$ cat src/rtl/multicycle_ctrl.sv
// Main control FSM for the multicycle MIPS datapath: decodes the IR opcode and
// sequences fetch/decode/execute/memory/write-back, stalling on mem_ready.
module multicycle_ctrl #(
    parameter int COUNT_W         = 32,
    parameter bit HALT_ON_ILLEGAL = 1'b1
) (
    input  logic               clk,
    input  logic               rst,
    input  logic [5:0]         opcode,
    input  logic               mem_ready,
    output logic               PCWrite,
    output logic               PCWriteCond,
    output logic               IorD,
    output logic               MemRead,
    output logic               MemWrite,
    output logic               IRWrite,
    output logic               ALUSrcA,
    output logic               MemtoReg,
    output logic               RegWrite,
    output logic               RegDst,
    output logic               Branch,
    output logic [1:0]         ALUSrcB,
    output logic [1:0]         ALUOp,
    output logic [1:0]         PCSource,
    output logic [3:0]         state,
    output logic               illegal,
    output logic [COUNT_W-1:0] instr_count
);

    typedef enum logic [3:0] {
        S_FETCH  = 4'd0,
        S_DECODE = 4'd1,
        S_MEMADR = 4'd2,
        S_MEMRD  = 4'd3,
        S_MEMWB  = 4'd4,
        S_MEMWR  = 4'd5,
        S_EXEC   = 4'd6,
        S_RWB    = 4'd7,
        S_BRANCH = 4'd8,
        S_JUMP   = 4'd9,
        S_ADDIEX = 4'd10,
        S_ADDIWB = 4'd11,
        S_TRAP   = 4'd12
    } state_e;

    localparam logic [5:0] OP_RTYPE = 6'b000000;
    localparam logic [5:0] OP_LW    = 6'b100011;
    localparam logic [5:0] OP_SW    = 6'b101011;
    localparam logic [5:0] OP_BEQ   = 6'b000100;
    localparam logic [5:0] OP_J     = 6'b000010;
    localparam logic [5:0] OP_ADDI  = 6'b001000;

    state_e               state_q, state_d;
    logic                 illegal_q, illegal_d;
    logic [COUNT_W-1:0]   count_q, count_d;

    always_ff @(posedge clk or negedge rst) begin
        if (!rst) begin
            state_q   <= S_FETCH;
            illegal_q <= 1'b0;
            count_q   <= '0;
        end else begin
            state_q   <= state_d;
            illegal_q <= illegal_d;
            count_q   <= count_d;
        end
    end

    always_comb begin
        state_d   = state_q;
        illegal_d = illegal_q;
        count_d   = count_q;
        case (state_q)
            S_FETCH: begin
                if (mem_ready) begin
                    state_d = S_DECODE;
                    count_d = count_q + COUNT_W'(1);
                end
            end
            S_DECODE: begin
                case (opcode)
                    OP_RTYPE:      state_d = S_EXEC;
                    OP_LW, OP_SW:  state_d = S_MEMADR;
                    OP_BEQ:        state_d = S_BRANCH;
                    OP_J:          state_d = S_JUMP;
                    OP_ADDI:       state_d = S_ADDIEX;
                    default: begin
                        illegal_d = 1'b1;
                        state_d   = HALT_ON_ILLEGAL ? S_TRAP : S_FETCH;
                    end
                endcase
            end
            // The IR holds the opcode stable, so lw/sw is re-decoded here.
            S_MEMADR: state_d = (opcode == OP_SW) ? S_MEMWR : S_MEMRD;
            S_MEMRD:  state_d = mem_ready ? S_MEMWB : S_MEMRD;
            S_MEMWR:  state_d = mem_ready ? S_FETCH : S_MEMWR;
            S_EXEC:   state_d = S_RWB;
            S_ADDIEX: state_d = S_ADDIWB;
            S_MEMWB, S_RWB, S_BRANCH, S_JUMP, S_ADDIWB: state_d = S_FETCH;
            S_TRAP:   state_d = S_TRAP;
            default:  state_d = S_FETCH;
        endcase
    end

    // Controls are forced low while reset is asserted, including the FETCH decode.
    always_comb begin
        PCWrite     = 1'b0;
        PCWriteCond = 1'b0;
        IorD        = 1'b0;
        MemRead     = 1'b0;
        MemWrite    = 1'b0;
        IRWrite     = 1'b0;
        ALUSrcA     = 1'b0;
        MemtoReg    = 1'b0;
        RegWrite    = 1'b0;
        RegDst      = 1'b0;
        Branch      = 1'b0;
        ALUSrcB     = 2'b00;
        ALUOp       = 2'b00;
        PCSource    = 2'b00;
        if (rst) begin
            case (state_q)
                S_FETCH: begin
                    MemRead = 1'b1;
                    ALUSrcB = 2'b01;
                    IRWrite = mem_ready;
                    PCWrite = mem_ready;
                end
                S_DECODE: ALUSrcB = 2'b11;
                S_MEMADR, S_ADDIEX: begin
                    ALUSrcA = 1'b1;
                    ALUSrcB = 2'b10;
                end
                S_MEMRD: begin
                    MemRead = 1'b1;
                    IorD    = 1'b1;
                end
                S_MEMWB: begin
                    MemtoReg = 1'b1;
                    RegWrite = 1'b1;
                end
                S_MEMWR: begin
                    MemWrite = 1'b1;
                    IorD     = 1'b1;
                end
                S_EXEC: begin
                    ALUSrcA = 1'b1;
                    ALUOp   = 2'b10;
                end
                S_RWB: begin
                    RegDst   = 1'b1;
                    RegWrite = 1'b1;
                end
                S_BRANCH: begin
                    ALUSrcA     = 1'b1;
                    ALUOp       = 2'b01;
                    PCWriteCond = 1'b1;
                    Branch      = 1'b1;
                    PCSource    = 2'b01;
                end
                S_JUMP: begin
                    PCWrite  = 1'b1;
                    PCSource = 2'b10;
                end
                S_ADDIWB: RegWrite = 1'b1;
                default: ;
            endcase
        end
    end

    assign state       = state_q;
    assign illegal     = illegal_q;
    assign instr_count = count_q;

endmodule

$ cat config.mk
export PLATFORM = sky130hd
export DESIGN_NAME = multicycle_ctrl
export DESIGN_NICKNAME = d
export VERILOG_FILES = /design/src/rtl/multicycle_ctrl.sv
export SDC_FILE = /design/constraint.sdc
export NUM_CORES = 1
export LEC_CHECK = 0
export CAP_MARGIN = 10
export CELL_PAD_IN_SITES_DETAIL_PLACEMENT = 1
export CELL_PAD_IN_SITES_GLOBAL_PLACEMENT = 2
export CORE_MARGIN = 2
export CORE_UTILIZATION = 30
export DETAILED_ROUTE_END_ITERATION = 7
export PLACE_DENSITY_LB_ADDON = 0.15
export SLEW_MARGIN = 15
export SYNTH_ARGS = -nofsm -noshare
export SYNTH_HDL_FRONTEND = slang
export SYNTH_SLANG_ARGS = --single-unit
$ cat constraint.sdc
create_clock -name clk -period 4.4 [get_ports clk]
set_input_delay 0.66 -clock clk [delete_from_list [all_inputs] [get_ports clk]]
set_output_delay 0.66 -clock clk [all_outputs]
set_load 0.02 [all_outputs]
==> flow_summary.ini <==
[pwr]
seqPwrFrac_pct = 39.1
power.total_mw = 1.18
powerDensity_mw_per_mm2 = 423
clkPwrFrac_pct = 23.6
leakage_nw = 1.18
swShare_pct = 38.4
vdd_drop_max_mv = 0.155
internal_power_mw = 0.729
combPwrFrac_pct = 37.3
power.switching_mw = 0.454

[timing]
fin_setup_tns_ns = 0
timing.final.crit_share_pct = 75.4
period_minus_slack_ns = 3.32
finalClockSkew_ns = 0.00741
fmax_mhz = 302
relSlewSlack_pct = 63.1
rsz0062_at_grt = no
hold_viol_final = 0
timing.hold.ws_ns = 0.214
tightest_slew_ns = 0.549
setup_viol = 0
slew_viol_final = 0

[drt]
vias = 1759
routedWlPerCell_um = 15.7
dr_wl_met2_mm = 2.57
postRouteWirelength_mm = 5.45
dr.first_iter.drc_count = 57
m1WireLength_mm = 2.61
drc_errors = 0
antenna_left = 0
routed-wl-met3_um = 207
dr.max_layer_used = met4
viasPerCell = 5.08
drtPass1Iterations = 4

[finish]
fill_cells = 740
seqCellArea_um2 = 926
antennaDiodeCount = 0
num-nets-final = 278
multi_input_area_mm2 = 0.00103
syn_to_final_growth_pct = 38.2
fin_cells = 346
utilization_pct = 43.5
drive_gt1_share_pct = 5.95

[synthesis]
synth.area.top_cells = dfrtp_1, xnor2_1, xor2_1, nand2_1, nand3_1
syn-cell-area_mm2 = 0.00202
synth_top_area_share_pct = 45.8
synthMuxAreaShare_pct = 1.11
synth-compound-area-share_pct = 7.49
synthSimpleGateAreaFrac_pct = 26.9
yosys-top-cells-count = dfrtp_1, xnor2_1, nand2_1
yosysSeqAreaShare_pct = 45.8
ys_types = 44
yosysMostFrequentCell = dfrtp_1
synth_top_area_cell = dfrtp_1
async_reset_ff_share_pct = 100
synth-adder-area-share_pct = 0.619
synth_seq_cells = 37
synth-main-ff-cell = dfrtp_1
synth-edff-count = 0
synth_xor_area_share_pct = 14.7
syn_area_per_cell_um2 = 9.82
syn_inst = 206
ys_warn_count = 0
synth_top_family_by_area = simple AND/OR/NAND/NOR gates
syn_nets = 216

[cts]
hold_buffers = 0
cts_setup_buffers = 0
numCtsBuffers = 5
clock-root-buffer = clkbuf_8
insertion_delay_ns = 0.29
cts.sinks = 37
post_cts_resized = 0
ctsLongestPathBuffers = 2
cts_tree = built
cts.clk_slew.worst_paths_ns = 0.07
cts_htree_levels = 2

[die]
die_x_um = 86.1
start_util_pct = 31.5
die_h_um = 86.1
die_area_mm2 = 0.00741
rows = 29
coreArea_mm2 = 0.00642
ios = 63

[worst_setup_path]
crit_path_end_kind = output port
crit_family = simple AND/OR/NAND/NOR gates
rr_startpoint = state[1]
critical_path_required_ns = 3.74
r2r_end = instr_count[23]
crit_chain = or3_1 -> nor2_1 -> and2_1 -> or2_2 -> clkdlybuf4s50_1
path_depth = 5
crit_slowest_cell = clkdlybuf4s50_1
r2r_cells = 5
critPathKind = reg -> out
timing.critical_path.to = PCWrite
cp_data_arrival_time_ns = 2.66
cp.buffers_inverters = 1
ff2ff_setup_slack_ns = 1.97
startpoint = state[1]
start_kind = flip-flop
cp_max_fo = 16
slowest_delay_ns = 0.60

[placed_design]
routabilityCongestion = 0.703
dp_cells = 338
io_buffers = 62
place_hpwl_mm = 4.04

[global_routing]
grt_pass1_vias = 1750
antenna_found_initial = 0
grt_overflow = 0
grt.total_usage_pct = 15.4
grt_pass1_wl_mm = 8.96
grt_max_degree = 39

[outcome]
status = finished, final reports clean

[min_path]
hp-class = in -> async

[job]
max_cap_viol_count = 0
## per-layer routing
layer | track usage (%) | vias up
li1 | - | 842
met1 | 20.9 | 874
met2 | 24.4 | 37
met3 | 3.56 | 6
met4 | 4.76 | 0
met5 | 0 | -
## cell families (layout without fill, tap and decap cells)
kind of cell               Yosys count  count (layout)
xor gates and xnor gates            34              34
AOI/OAI and AO/OA                   22              22
DFF                                 37              37
adders and majority gates            1               1
buffers and inverters               12              75
and+or+nand+nor                     98              98
muxes                                2               2
## cell usage in the layout (no fill, tap or decap), types with 7 or more instances in the layout
cell type        synthesis  layout
clkdlybuf4s50_1          0      61
dfrtp_1                 37      37
xnor2_1                 23      23
nand2_1                 21      21
nor2_1                  16      16
nand3_1                 13      13
xor2_1                  11      11
nor3_1                  10      10
and3_1                   8       8
clkbuf_8                 0       7
## power groups by stage
stage | logic [mW] | registers (mW) | clock network [mW]
floorplan | 0.267 | 0.466 | 0
global placement | 0.447 | 0.468 | 0
detailed placement | 0.443 | 0.470 | 0
CTS | 0.447 | 0.464 | 0.289
global route | 0.477 | 0.475 | 0.305
finish | 0.441 | 0.463 | 0.279
## final cells by class
cell class / count / area share [%]
clock buffer: 7 / 3.45
inverter: 4 / 0.537
tap: 77 / 3.45
sequential: 37 / 33.1
multi-input combinational: 157 / 36.8
clock inverter: 1 / 0.313
timing repair buffer: 63 / 22.3
## worst min path at each step
stage	endpoint	slack (ns)
global route	state[3]	0.20
floorplan	illegal	0.36
detailed placement	illegal	0.47
finish	state[3]	0.21
global placement	illegal	0.46
CTS	state[3]	0.20
## flip-flops by register name (all words and copies together), names as in the netlist
register     count
instr_count     32
illegal          1
state            4
## stage by stage
stage          setup slack [ns]  cell area [um^2]
6_report                   1.08              2790
4_1_cts                    1.06              2790
3_5_place_dp               1.21              2690
3_3_place_gp               1.27              2690
5_1_grt                   0.966              2790
2_1_floorplan              1.98              2020
## worst register-to-register path: stages (launching register included)
cell and delay, ns:
dfrtp_1 0.58, or3_1 0.59, or3_4 0.46, nor3_4 0.38, nand4_1 0.17, xnor2_1 0.15
No activity file was read; power rests on OpenSTA's default activity.
==> patch 1 (same flow settings) <==
Put one more register stage on the output `instr_count`, without a reset. The value now appears one clock later. The other outputs are not delayed to match.
--- a/src/rtl/multicycle_ctrl.sv
+++ b/src/rtl/multicycle_ctrl.sv
@@ -171,5 +171,7 @@
     assign state       = state_q;
     assign illegal     = illegal_q;
-    assign instr_count = count_q;
+    always_ff @(posedge clk) begin
+        instr_count <= count_q;
+    end
 
 endmodule
Function: changed (a bounded check fails within 4 cycles, from zero or initial values and one cycle with rst low).
==> patch 1 against the unedited design <==
Non-clock buffer count is the same. Clock power rose by 90%. Area after synthesis rose by 34%. Worst setup slack improved by 0.14 ns. Total power is 59% higher. Sequential cell count rose by 32. Global-route usage shrank 2.5 points. Wire length is 9.7% higher. Critical path type is now in -> out. Count of clock-buffer cells in the layout is 6 higher. Cell count grew 20%. Maximum frequency grew 4.4%. Cell area is 29% higher. Clock skew grew 0.0042 ns. Via count increased by 13%.
==> patch 1: results (changes against the unedited design) <==
dpl cell area -> 0.00339 mm2 (was 0.00269 mm2)
Ant. Diodes -> 0 (unchanged)
status -> completed (unchanged)
fraction of layout cells with a size suffix above 1 -> 7.49% (was 5.95%)
register share of the cell area -> 43.5% (was 33.1%)
number of setup buffers added after CTS -> 0 (unchanged)
DRT Wirelength -> 5.97 mm (was 5.45 mm)
Hold Crit Class -> in -> async (unchanged)
synthesized net count -> 253 (was 216)
arrival time worst endpoint -> 2.52 ns (was 2.66 ns)
worst rel slew slack -> 40.9% (was 63.1%)
Post-synth ARST share -> 53.6% (was 100%)
first-pass GRT wire length -> 9.89 mm (was 8.96 mm)
initial antenna violation count -> 0 (unchanged)
routability-driven placement congestion ratio -> 0.755 (was 0.703)
DR pass1 iterations -> 4 (unchanged)
Final non-clock buffer share -> 17.3% (was 22.3%)
inverters -> 3 (was 4)
VDD IR max -> 0.154 mV (was 0.155 mV)
DR vias -> 1985 (was 1759)
1st-iter DRT viols -> 57 (unchanged)
CTS H-tree lvls -> 3 (was 2)
Clock Sinks -> 69 (was 37)
fill count -> 963 (was 740)
TritonCTS buffer count -> 9 (was 5)
largest net degree at the start of global routing -> 38 (was 39)
clock-pin slew on the worst setup and hold paths -> 0.08 ns
IO Port Bufs -> 62 (unchanged)
#MultiIn Comb -> 156 (was 157)
Pwr per Cell Area -> 521 mW/mm2 (was 423 mW/mm2)
GRT Total Usage -> 12.9% (was 15.4%)
clock latency on the worst-skew pair -> 0.35 ns (was 0.29 ns)
Post-synth top cells -> dfrtp_1 (37), dfxtp_1 (32), xnor2_1 (29) (was dfrtp_1 (37), xnor2_1 (23), nand2_1 (21))
Synth cell types -> 44 (unchanged)
DP HPWL -> 4.12 mm (was 4.04 mm)
Syn. warnings -> 0 (unchanged)
final setup TNS -> 0 ns (unchanged)
Lkg Pwr -> 1.43 nW (was 1.18 nW)
nets -> 312 (was 278)
commonest register cell after synthesis -> dfrtp_1 (unchanged)
dominant cells by area after synthesis -> dfrtp_1 (34%), dfxtp_1 (24%), xnor2_1 (9.4%) (was dfrtp_1 (46%), xnor2_1 (10%), xor2_1 (4.8%))
sequential share of the synthesized area -> 57.7% (was 45.8%)
clock buffers -> 13 (was 7)
CTS Buffer Depth -> 2 (unchanged)
Non-clock buffers -> 63 (unchanged)
clk_skew -> 0.0116 ns (was 0.00741 ns)
root buf cell -> clkbuf_8 (unchanged)
multi-input combinational area share -> 29.2% (was 36.8%)
Crit Path Max Fanout -> 5 (was 16)
PostCTS Resize Cnt -> 0 (unchanged)
Clock Network Area Fraction -> 5.97% (was 3.76%)
die width -> 99.1 um (was 86.1 um)
-- patch 1: worst max-delay path: stages --
cell and delay, ns:
clkdlybuf4s50_1 0.54, nand2b_1 0.24, nor4_1 0.32, or2_2 0.17
clkdlybuf4s50_1 0.59
-- patch 1: cell families (layout without fill, tap and decap cells) --
group                      count (synthesis)  count (layout)  synth area share [%]
adders and majority gates                  1               1                 0.461
and+or+nand+nor                           97              97                  20.9
muxes                                      2               2                 0.829
xor gates and xnor gates                  34              34                  11.0
DFF                                       69              69                  57.7
buffers and inverters                     18              82                  3.59
AOI/OAI and AO/OA                         22              22                  5.58
-- patch 1: worst paths after layout --
check	startpoint	cells past startpoint	slack (ns)	end
setup / recovery	mem_ready	5	1.22	PCWrite
hold / removal	rst	1	0.11	state[0]$_DFFE_PN0P_
setup reg to reg	state[1]$_DFFE_PN0P_	4	2.03	count_q[30]$_DFFE_PN0P_
hold reg to reg	count_q[31]$_DFFE_PN0P_	0	0.41	instr_count[31]$_DFF_P_
max in group asynchronous	rst	2	3.62	count_q[11]$_DFFE_PN0P_
min in group clk	count_q[31]$_DFFE_PN0P_	0	0.41	instr_count[31]$_DFF_P_
-- patch 1: metal layers --
metal	track usage (%)	share of wire [%]
met1	16.0	47
met2	21.2	47
met3	3.37	3.1
met4	5.69	2.0
met5	0	0
-- patch 1: stage by stage --
| stage | std cells | setup slack (ns) | hold WS [ns] |
|---|---|---|---|
| after floorplan | 243 | 1.61 | 0.364 |
| after global placement | 399 | 1.29 | 0.396 |
| after detailed placement | 399 | 1.22 | 0.388 |
| after CTS | 415 | 1.21 | 0.0959 |
| after global routing | 415 | 1.10 | 0.0943 |
| final | 415 | 1.22 | 0.112 |
-- patch 1: where the power goes --
group / switching [mW] / internal [mW]
clock network: 0.238 / 0.291
logic: 0.276 / 0.250
registers: 0.121 / 0.702
==> patch 2 (config.mk and constraints unchanged) <==
Without the edit above. Set the parameter `COUNT_W` to 16 (it was 32).
--- a/src/rtl/multicycle_ctrl.sv
+++ b/src/rtl/multicycle_ctrl.sv
@@ -2,5 +2,5 @@
 // sequences fetch/decode/execute/memory/write-back, stalling on mem_ready.
 module multicycle_ctrl #(
-    parameter int COUNT_W         = 32,
+    parameter int COUNT_W         = 16,
     parameter bit HALT_ON_ILLEGAL = 1'b1
 ) (
Ports: changed (resized instr_count); port bits go from 63 to 47. The function was not compared with the original's and may differ.
==> patch 2 against the unedited design <==
Worst setup slack improved by 0.14 ns. Via count decreased by 31%. Clock power down 54%. Wire length fell by 33%. Combinational power decreased by 95%. Sequential power is 58% lower. First-iteration DRC count stayed put. Area after synthesis decreased by 37%. Non-clock buffer count down 16. Sequential cell count is 16 lower. Total power is 71% lower. Synthesized cell count decreased by 32%. Cell area fell by 36%.
==> patch 2: results (changes against the unedited design) <==
status -> completed (unchanged)
DP HPWL -> 2.82 mm (was 4.04 mm)
max reg flops -> 16 (was 32)
CTS H-tree lvls -> 1 (was 2)
worst rel slew slack -> 60.4% (was 63.1%)
Cells after Synth -> 141 (was 206)
met2 Track Usage GR -> 25.4% (was 24.4%)
Lkg Pwr -> 0.740 nW (was 1.18 nW)
first-pass GRT wire length -> 6.25 mm (was 8.96 mm)
clock latency on the worst-skew pair -> 0.26 ns (was 0.29 ns)
crit path from -> rst (was state[1]$_DFFE_PN0P_)
vias in the first global route -> 1237 (was 1750)
Post-synth top cells -> dfrtp_1 (21), nor2_1 (17), xnor2_1 (15) (was dfrtp_1 (37), xnor2_1 (23), nand2_1 (21))
M3 GR Usage -> 3.49% (was 3.56%)
GRT Total Usage -> 15.8% (was 15.4%)
IO Port Bufs -> 46 (was 62)
Starting Density -> 31.6% (was 31.5%)
nets -> 193 (was 278)
vias per inst -> 5.19 (was 5.08)
largest net degree at the start of global routing -> 24 (was 39)
DRT Wirelength -> 3.66 mm (was 5.45 mm)
fraction of layout cells with a size suffix above 1 -> 4.95% (was 5.95%)
Crit Path Max Fanout -> 7 (was 16)
routability-driven placement congestion ratio -> 0.765 (was 0.703)
Synth cell types -> 40 (was 44)
VDD IR max -> 0.158 mV (was 0.155 mV)
Hold Crit Class -> reg -> reg (was in -> async)
clk_skew -> 0.00169 ns (was 0.00741 ns)
arrival time worst endpoint -> 2.51 ns (was 2.66 ns)
[patch 2: cell type report]
type                    count  area share (%)
flip-flops and latches     21            29.2
clock buffers               3            2.30
clock inverters             1           0.279
repair buffers             47            26.0
well taps                  50            3.48
inverters                   2           0.418
multi-input cells         108            38.2
[patch 2: power by group through the flow]
stage	Sequential (mW)	Combinational (mW)	Clock, mW
final	0.193	0.0218	0.128
after CTS	0.193	0.0221	0.132
after detailed placement	0.197	0.0221	0
after global placement	0.197	0.0214	0
after floorplan	0.197	0.00579	0
after global routing	0.193	0.0246	0.142
[patch 2: critical path, stage by stage]
cell             delay, ns
clkdlybuf4s50_1       0.49
inv_1                 0.12
or3_1                 0.40
o22ai_1               0.21
clkdlybuf4s50_1       0.63
[patch 2: kinds of logic (layout without fill, tap and decap cells)]
kind of cell               after synthesis  after routing  synth area share, %
AOI/OAI and AO/OA                       21             21                 10.9
buffers and inverters                   12             53                 5.55
DFF                                     21             21                 40.9
adders and majority gates                1              1                0.975
and+or+nand+nor                         68             68                 29.1
muxes                                    1              1                0.877
xor gates and xnor gates                17             17                 11.6
[patch 2: metrics by stage]
step	hold slack (ns)	cell area [um2]	setup WS, ns
after CTS	0.486	1800	1.21
after detailed placement	0.474	1750	1.22
after global routing	0.528	1800	1.11
after floorplan	0.364	1280	1.95
final	0.474	1800	1.23
after global placement	0.462	1750	1.29
[patch 2: routing by layer]
layer	up-vias	wire [um]
li1	579	-
met5	-	0
met1	577	1710
met4	0	17
met3	4	188
met2	45	1750
